### src/rtl/imem_loader_pkg.sv
`default_nettype none
// ============================================================================
// Module   : imem_loader_pkg
// Purpose  : Shared constants and FSM state encoding for the instruction-memory
//            loader (instruction bus width, default memory depth, states).
// Revision : 1.0 - initial release
// ============================================================================
package imem_loader_pkg;

  // Width of one instruction word written into instruction memory
  localparam int unsigned INSTR_BUS_BITS = 32;

  // Default instruction-memory depth in words
  localparam int unsigned IMEM_WORDS_DEFAULT = 4096;

  // Loader session states
  typedef enum logic [2:0] {
    ST_IDLE = 3'd0,
    ST_HDR0 = 3'd1,
    ST_HDR1 = 3'd2,
    ST_DATA = 3'd3,
    ST_DONE = 3'd4
  } state_t;

  // True while a session is actively consuming the byte stream
  function automatic logic is_busy(input state_t s);
    return (s == ST_HDR0) || (s == ST_HDR1) || (s == ST_DATA);
  endfunction

endpackage
`default_nettype wire

### src/rtl/imem_word_packer.sv
`default_nettype none
// ============================================================================
// Module   : imem_word_packer
// Purpose  : Assembles accepted stream bytes little-endian into instruction
//            words; flags the byte that completes a word.
// Revision : 1.0 - initial release
// ============================================================================
module imem_word_packer
  import imem_loader_pkg::*;
(
  input  logic                      clk,
  input  logic                      rst_n,
  input  logic                      i_clear,
  input  logic                      i_byte_en,
  input  logic [7:0]                i_byte,
  output logic [INSTR_BUS_BITS-1:0] o_word,
  output logic                      o_word_ready
);

  logic [1:0]                r_idx;
  logic [INSTR_BUS_BITS-1:0] r_shift;

  // Shift each byte in from the top so the first byte ends up in [7:0]
  always_ff @(posedge clk or negedge rst_n) begin
    if (!rst_n) begin
      r_idx   <= 2'd0;
      r_shift <= '0;
    end else if (i_clear) begin
      r_idx   <= 2'd0;
      r_shift <= '0;
    end else if (i_byte_en) begin
      r_shift <= {i_byte, r_shift[INSTR_BUS_BITS-1:8]};
      r_idx   <= r_idx + 2'd1;
    end
  end

  // The completed word includes the byte being accepted this cycle
  assign o_word       = {i_byte, r_shift[INSTR_BUS_BITS-1:8]};
  assign o_word_ready = i_byte_en && (r_idx == 2'd3);

endmodule
`default_nettype wire

### src/rtl/imem_loader.sv
`default_nettype none
// ============================================================================
// Module   : imem_loader
// Purpose  : Parses a byte stream (16-bit LE word count + LE instruction words)
//            and writes the words into instruction memory, holding the core
//            in reset until a session completes cleanly.
// Revision : 1.0 - initial release
// ============================================================================
module imem_loader
  import imem_loader_pkg::*;
#(
  parameter int unsigned IMEM_WORDS = IMEM_WORDS_DEFAULT,
  parameter int unsigned ADDR_BITS  = 12
) (
  input  logic                      clk,
  input  logic                      rst_n,
  input  logic                      start,
  input  logic                      byte_valid,
  input  logic [7:0]                byte_data,
  output logic                      byte_ready,
  output logic                      imem_we,
  output logic [ADDR_BITS-1:0]      imem_waddr,
  output logic [INSTR_BUS_BITS-1:0] imem_wdata,
  output logic                      busy,
  output logic                      done,
  output logic                      err,
  output logic                      cpu_hold
);

  state_t                    r_state;
  state_t                    w_state_nxt;
  logic [7:0]                r_hdr_lo;
  logic [15:0]               r_n;
  logic [ADDR_BITS:0]        r_cnt;      // one extra bit so N == IMEM_WORDS never wraps
  logic                      r_done;
  logic                      r_err;
  logic                      r_we;
  logic [ADDR_BITS-1:0]      r_waddr;
  logic [INSTR_BUS_BITS-1:0] r_wdata;

  logic                      w_busy;
  logic                      w_accept;
  logic                      w_start_go;
  logic [15:0]               w_hdr;
  logic                      w_hdr_zero;
  logic                      w_hdr_big;
  logic                      w_pack_en;
  logic [INSTR_BUS_BITS-1:0] w_word;
  logic                      w_word_ready;
  logic [ADDR_BITS:0]        w_cnt_inc;
  logic                      w_last;

  assign w_busy     = is_busy(r_state);
  assign w_accept   = byte_valid && byte_ready;
  assign w_start_go = start && ((r_state == ST_IDLE) || (r_state == ST_DONE));
  assign w_hdr      = {byte_data, r_hdr_lo};
  assign w_hdr_zero = (w_hdr == 16'd0);
  assign w_hdr_big  = (32'(w_hdr) > IMEM_WORDS);
  assign w_pack_en  = w_accept && (r_state == ST_DATA);
  assign w_cnt_inc  = r_cnt + {{ADDR_BITS{1'b0}}, 1'b1};
  assign w_last     = w_word_ready && (32'(w_cnt_inc) == 32'(r_n));

  imem_word_packer u_packer (
    .clk          (clk),
    .rst_n        (rst_n),
    .i_clear      (w_start_go),
    .i_byte_en    (w_pack_en),
    .i_byte       (byte_data),
    .o_word       (w_word),
    .o_word_ready (w_word_ready)
  );

  // State register
  always_ff @(posedge clk or negedge rst_n) begin
    if (!rst_n) r_state <= ST_IDLE;
    else        r_state <= w_state_nxt;
  end

  // Next-state decode; start is only honoured in IDLE and DONE
  always_comb begin
    w_state_nxt = r_state;
    case (r_state)
      ST_IDLE, ST_DONE: if (start) w_state_nxt = ST_HDR0;
      ST_HDR0:          if (w_accept) w_state_nxt = ST_HDR1;
      ST_HDR1: begin
        if (w_accept) begin
          if (w_hdr_zero || w_hdr_big) w_state_nxt = ST_DONE;
          else                         w_state_nxt = ST_DATA;
        end
      end
      ST_DATA:          if (w_last) w_state_nxt = ST_DONE;
      default:          w_state_nxt = ST_IDLE;
    endcase
  end

  // Header capture, word counter, status flags and the registered write port
  always_ff @(posedge clk or negedge rst_n) begin
    if (!rst_n) begin
      r_hdr_lo <= 8'd0;
      r_n      <= 16'd0;
      r_cnt    <= '0;
      r_done   <= 1'b0;
      r_err    <= 1'b0;
      r_we     <= 1'b0;
      r_waddr  <= '0;
      r_wdata  <= '0;
    end else begin
      r_we <= 1'b0;
      if (w_start_go) begin
        r_cnt  <= '0;
        r_done <= 1'b0;
        r_err  <= 1'b0;
      end
      if (w_accept && (r_state == ST_HDR0)) r_hdr_lo <= byte_data;
      if (w_accept && (r_state == ST_HDR1)) begin
        r_n <= w_hdr;
        if (w_hdr_zero) r_done <= 1'b1;
        if (w_hdr_big) begin
          r_done <= 1'b1;
          r_err  <= 1'b1;
        end
      end
      if (w_word_ready) begin
        r_we    <= 1'b1;
        r_waddr <= r_cnt[ADDR_BITS-1:0];
        r_wdata <= w_word;
        r_cnt   <= w_cnt_inc;
        if (w_last) r_done <= 1'b1;
      end
    end
  end

  // No byte is taken during the write cycle, giving one bubble per word
  assign byte_ready = w_busy && !r_we;
  assign busy       = w_busy;
  assign done       = r_done;
  assign err        = r_err;
  // Core stays held until a session completes without error
  assign cpu_hold   = w_busy || ((r_state == ST_IDLE) && !r_done) || r_err;
  assign imem_we    = r_we;
  assign imem_waddr = r_waddr;
  assign imem_wdata = r_wdata;

endmodule
`default_nettype wire
### config.mk
export PLATFORM = sky130hd
export DESIGN_NAME = imem_loader
export DESIGN_NICKNAME = d
export VERILOG_FILES = /design/src/rtl/imem_loader_pkg.sv /design/src/rtl/imem_word_packer.sv /design/src/rtl/imem_loader.sv
export SDC_FILE = /design/constraint.sdc
export NUM_CORES = 1
export LEC_CHECK = 0
export CAP_MARGIN = 0
export CELL_PAD_IN_SITES_DETAIL_PLACEMENT = 1
export CELL_PAD_IN_SITES_GLOBAL_PLACEMENT = 1
export CORE_MARGIN = 2
export CORE_UTILIZATION = 42
export CTS_CLUSTER_SIZE = 28
export DETAILED_ROUTE_END_ITERATION = 7
export PLACE_DENSITY = 0.89
export SYNTH_ARGS = -nofsm -noshare
export SYNTH_HDL_FRONTEND = slang
export SYNTH_SLANG_ARGS = --single-unit
### constraint.sdc
create_clock -name clk -period 2.9 [get_ports clk]
set_clock_uncertainty 0.2 [all_clocks]
set_input_delay 0.725 -clock clk [delete_from_list [all_inputs] [get_ports clk]]
set_output_delay 0.725 -clock clk [all_outputs]
set_load 0.05 [all_outputs]
==> flow_summary.toml <==
[layout]
nNetsFinal = 605
final_cells = 745
final_common_cell = "nand2_1"
layout-drive-gt1-share = 0.128
syn2layout_area_growth_pct = 28.3
insertedDiodeCount = 0
most-common-layout-cells = "nand2_1, dfrtp_1, clkdlybuf4s50_1"

[die]
fp.dieH_um = 113
io_pins = 62
core_area_mm2 = 0.0115
rows = 39
die-area_mm2 = 0.0127
start_util = 0.432
die_w_um = 113

[yosys]
yosys_most_used_dff = "dfrtp_1"
yosysSeqAreaShare = 0.571
yosys.cell_types.count = 44
synthArstFlopShare = 1.00
synth_area_mm2 = 0.00495
yosysWarnings = 0
synth-edff-count = 0
synth-seq-cells = 113
syn_nets = 540
syn_inst = 526
syn_area_per_cell_um2 = 9.42

[clocking]
cts_resized = 0
cts_setup_buffers = 0
htree_levels = 4
cts_buffers = 17
cts_max_path_buffers = 2
insertion_delay_ps = 410
path_clk_slew_ps = 50
cts-hold-fix-buffers = 0
cts-root-buf = "clkbuf_16"
cts.sinks = 113
cts_tree = "yes"

[detailed_routing]
drc_errors = 0
vias = 4273
ant_nets = 0
first_pass_iters = 5
avgViaCountPerCell = 5.74
wirelength_um = 16300
wl_per_cell_um = 21.8
first_iter_violations = 333

[placed_design]
gp_congestion = 0.819
place_inst = 715
dp_hpwl_um = 9170
portBuffers = 61

[sta]
final.setup.tns_ps = 0
maxSlewViolCount = 0
period_share = 0.972
holdWs_ps = 83.6
finalSetupViolCount = 0
relSlewSlack = 0.406
finalCriticalPeriod_ps = 2820
tightest_slew_ps = 891
fmax_mhz = 355
rsz0062_at_grt = "false"
hold_viol_final = 0

[power]
p_leak_nw = 2.99
peakVddDrop_mv = 0.479
power-per-cell-area_mw_per_mm2 = 899

[run_status]
status = "complete, no violations"

[global_routing]
grt_pass1_wl_um = 26200
grt_pass1_vias = 4668
track_usage = 0.269
antenna_found_initial = 0
grt_max_degree = 57
grt-ovfl-total = 0

[critical_path]
path_max_fanout = 9
crit_type = "reg2out"
r2r-start = "r_cnt[0]"
cp_slowest_stage_delay_ps = 830
required_ps = 1980
crit_chain = "nor2_1, clkdlybuf4s50_1"
cp_slowest_cell = "clkdlybuf4s50_1"
setup.worst_path.end_class = "output port"
rr_worst_depth = 7
r2r_end = "r_state[0]"
r2r_slack_ps = 300
crit_path_start_kind = "flip-flop"
crit_arrival_ps = 1890

[worst_hold_path]
hp-class = "in2async"

[flow_run]
maxCapViolCount = 0
-- cells in the mapped netlist (2+ instances only) --
| cell | count | share of area |
|---|---|---|
| o21ai_0 | 45 | 0.045 |
| nand3_1 | 7 | 0.0071 |
| nand3b_1 | 2 | 0.0030 |
| nor3b_1 | 2 | 0.0030 |
| dfrtp_1 | 113 | 0.57 |
| nor3_1 | 5 | 0.0051 |
| nand4_1 | 7 | 0.0088 |
| buf_2 | 5 | 0.0051 |
| o22ai_1 | 2 | 0.0025 |
| nand2_1 | 203 | 0.15 |
| nor4_1 | 3 | 0.0038 |
| o31ai_1 | 2 | 0.0030 |
| mux2_2 | 23 | 0.052 |
| a2bb2oi_1 | 2 | 0.0035 |
| buf_1 | 3 | 0.0023 |
| a31oi_1 | 2 | 0.0025 |
| nand2b_1 | 3 | 0.0038 |
| xor2_1 | 5 | 0.0088 |
| mux2i_1 | 4 | 0.0081 |
| clkbuf_1 | 22 | 0.017 |
| xnor2_1 | 10 | 0.018 |
| a21oi_1 | 9 | 0.0091 |
| inv_1 | 3 | 0.0023 |
| and3_1 | 5 | 0.0063 |
| nor2_1 | 18 | 0.014 |
| or4_1 | 2 | 0.0030 |
| ha_1 | 2 | 0.0051 |
-- flip-flops by register name (all words and copies together) (netlist names) --
| register | count |
|---|---|
| err | 1 |
| imem_waddr | 12 |
| done | 1 |
| r_n | 16 |
| imem_we | 1 |
| r_cnt | 13 |
| r_hdr_lo | 8 |
| u_packer.r_idx | 2 |
| imem_wdata | 32 |
| r_state | 3 |
| u_packer.r_shift | 24 |
-- metrics by stage --
stage	utilization	total power [mW]	area (um2)	setup slack, ps
2_1_floorplan	-	3.00	4950	259
3_3_place_gp	0.503	3.40	5770	47.6
3_5_place_dp	0.503	3.51	5770	-128
4_1_cts	0.554	5.71	6350	70.1
5_1_grt	0.554	5.92	6350	14.4
6_report	0.554	5.71	6350	80.1
-- area by class of cell --
type	count	area, um2
Clock buffer	24	482
Clock inverter	6	105
Fill cell	1238	5110
Inverter	3	11.3
Multi-Input combinational cell	379	2000
Sequential cell	113	2830
Tap cell	143	179
Timing Repair Buffer	77	748
-- per-layer routing --
layer,part of all wire,vias up,GRT usage
li1,-,1866,-
met1,0.42,2192,0.339
met2,0.50,172,0.450
met3,0.053,43,0.0605
met4,0.029,0,0.112
met5,0,-,0
-- worst max-delay path, delay by kind of cell, from the launching register on --
family	cells	cell delay [ps]
buffers and inverters	1	830
and+or+nand+nor	1	160
DFF	1	490
-- where the power goes --
group / internal (mW) / switching [mW] / total, mW
logic: 0.543 / 0.808 / 1.35
registers: 1.90 / 0.349 / 2.25
clock network: 1.40 / 0.709 / 2.11
total: 3.85 / 1.87 / 5.71
-- worst max path at each step --
stage,depth (start not counted),slack [ps],startpoint,end
2_1_floorplan,1,260,imem_we,byte_ready
3_3_place_gp,7,50,byte_data[1],r_state[1]
3_5_place_dp,8,-130,byte_valid,r_cnt[4]
4_1_cts,3,70,r_state[1],busy
5_1_grt,3,10,r_state[1],busy
6_report,2,80,r_state[2],busy
-- logic make-up (layout without fill, tap and decap cells) --
family	after synthesis	after routing	synth area share
compound gates	69	69	0.0816
xor+xnor	15	15	0.0265
fa+ha+maj	2	2	0.00505
buf+inv	34	110	0.0278
flops	113	113	0.571
mux	27	27	0.0604
simple gates	266	266	0.228
(Power assumes the default switching activity.)
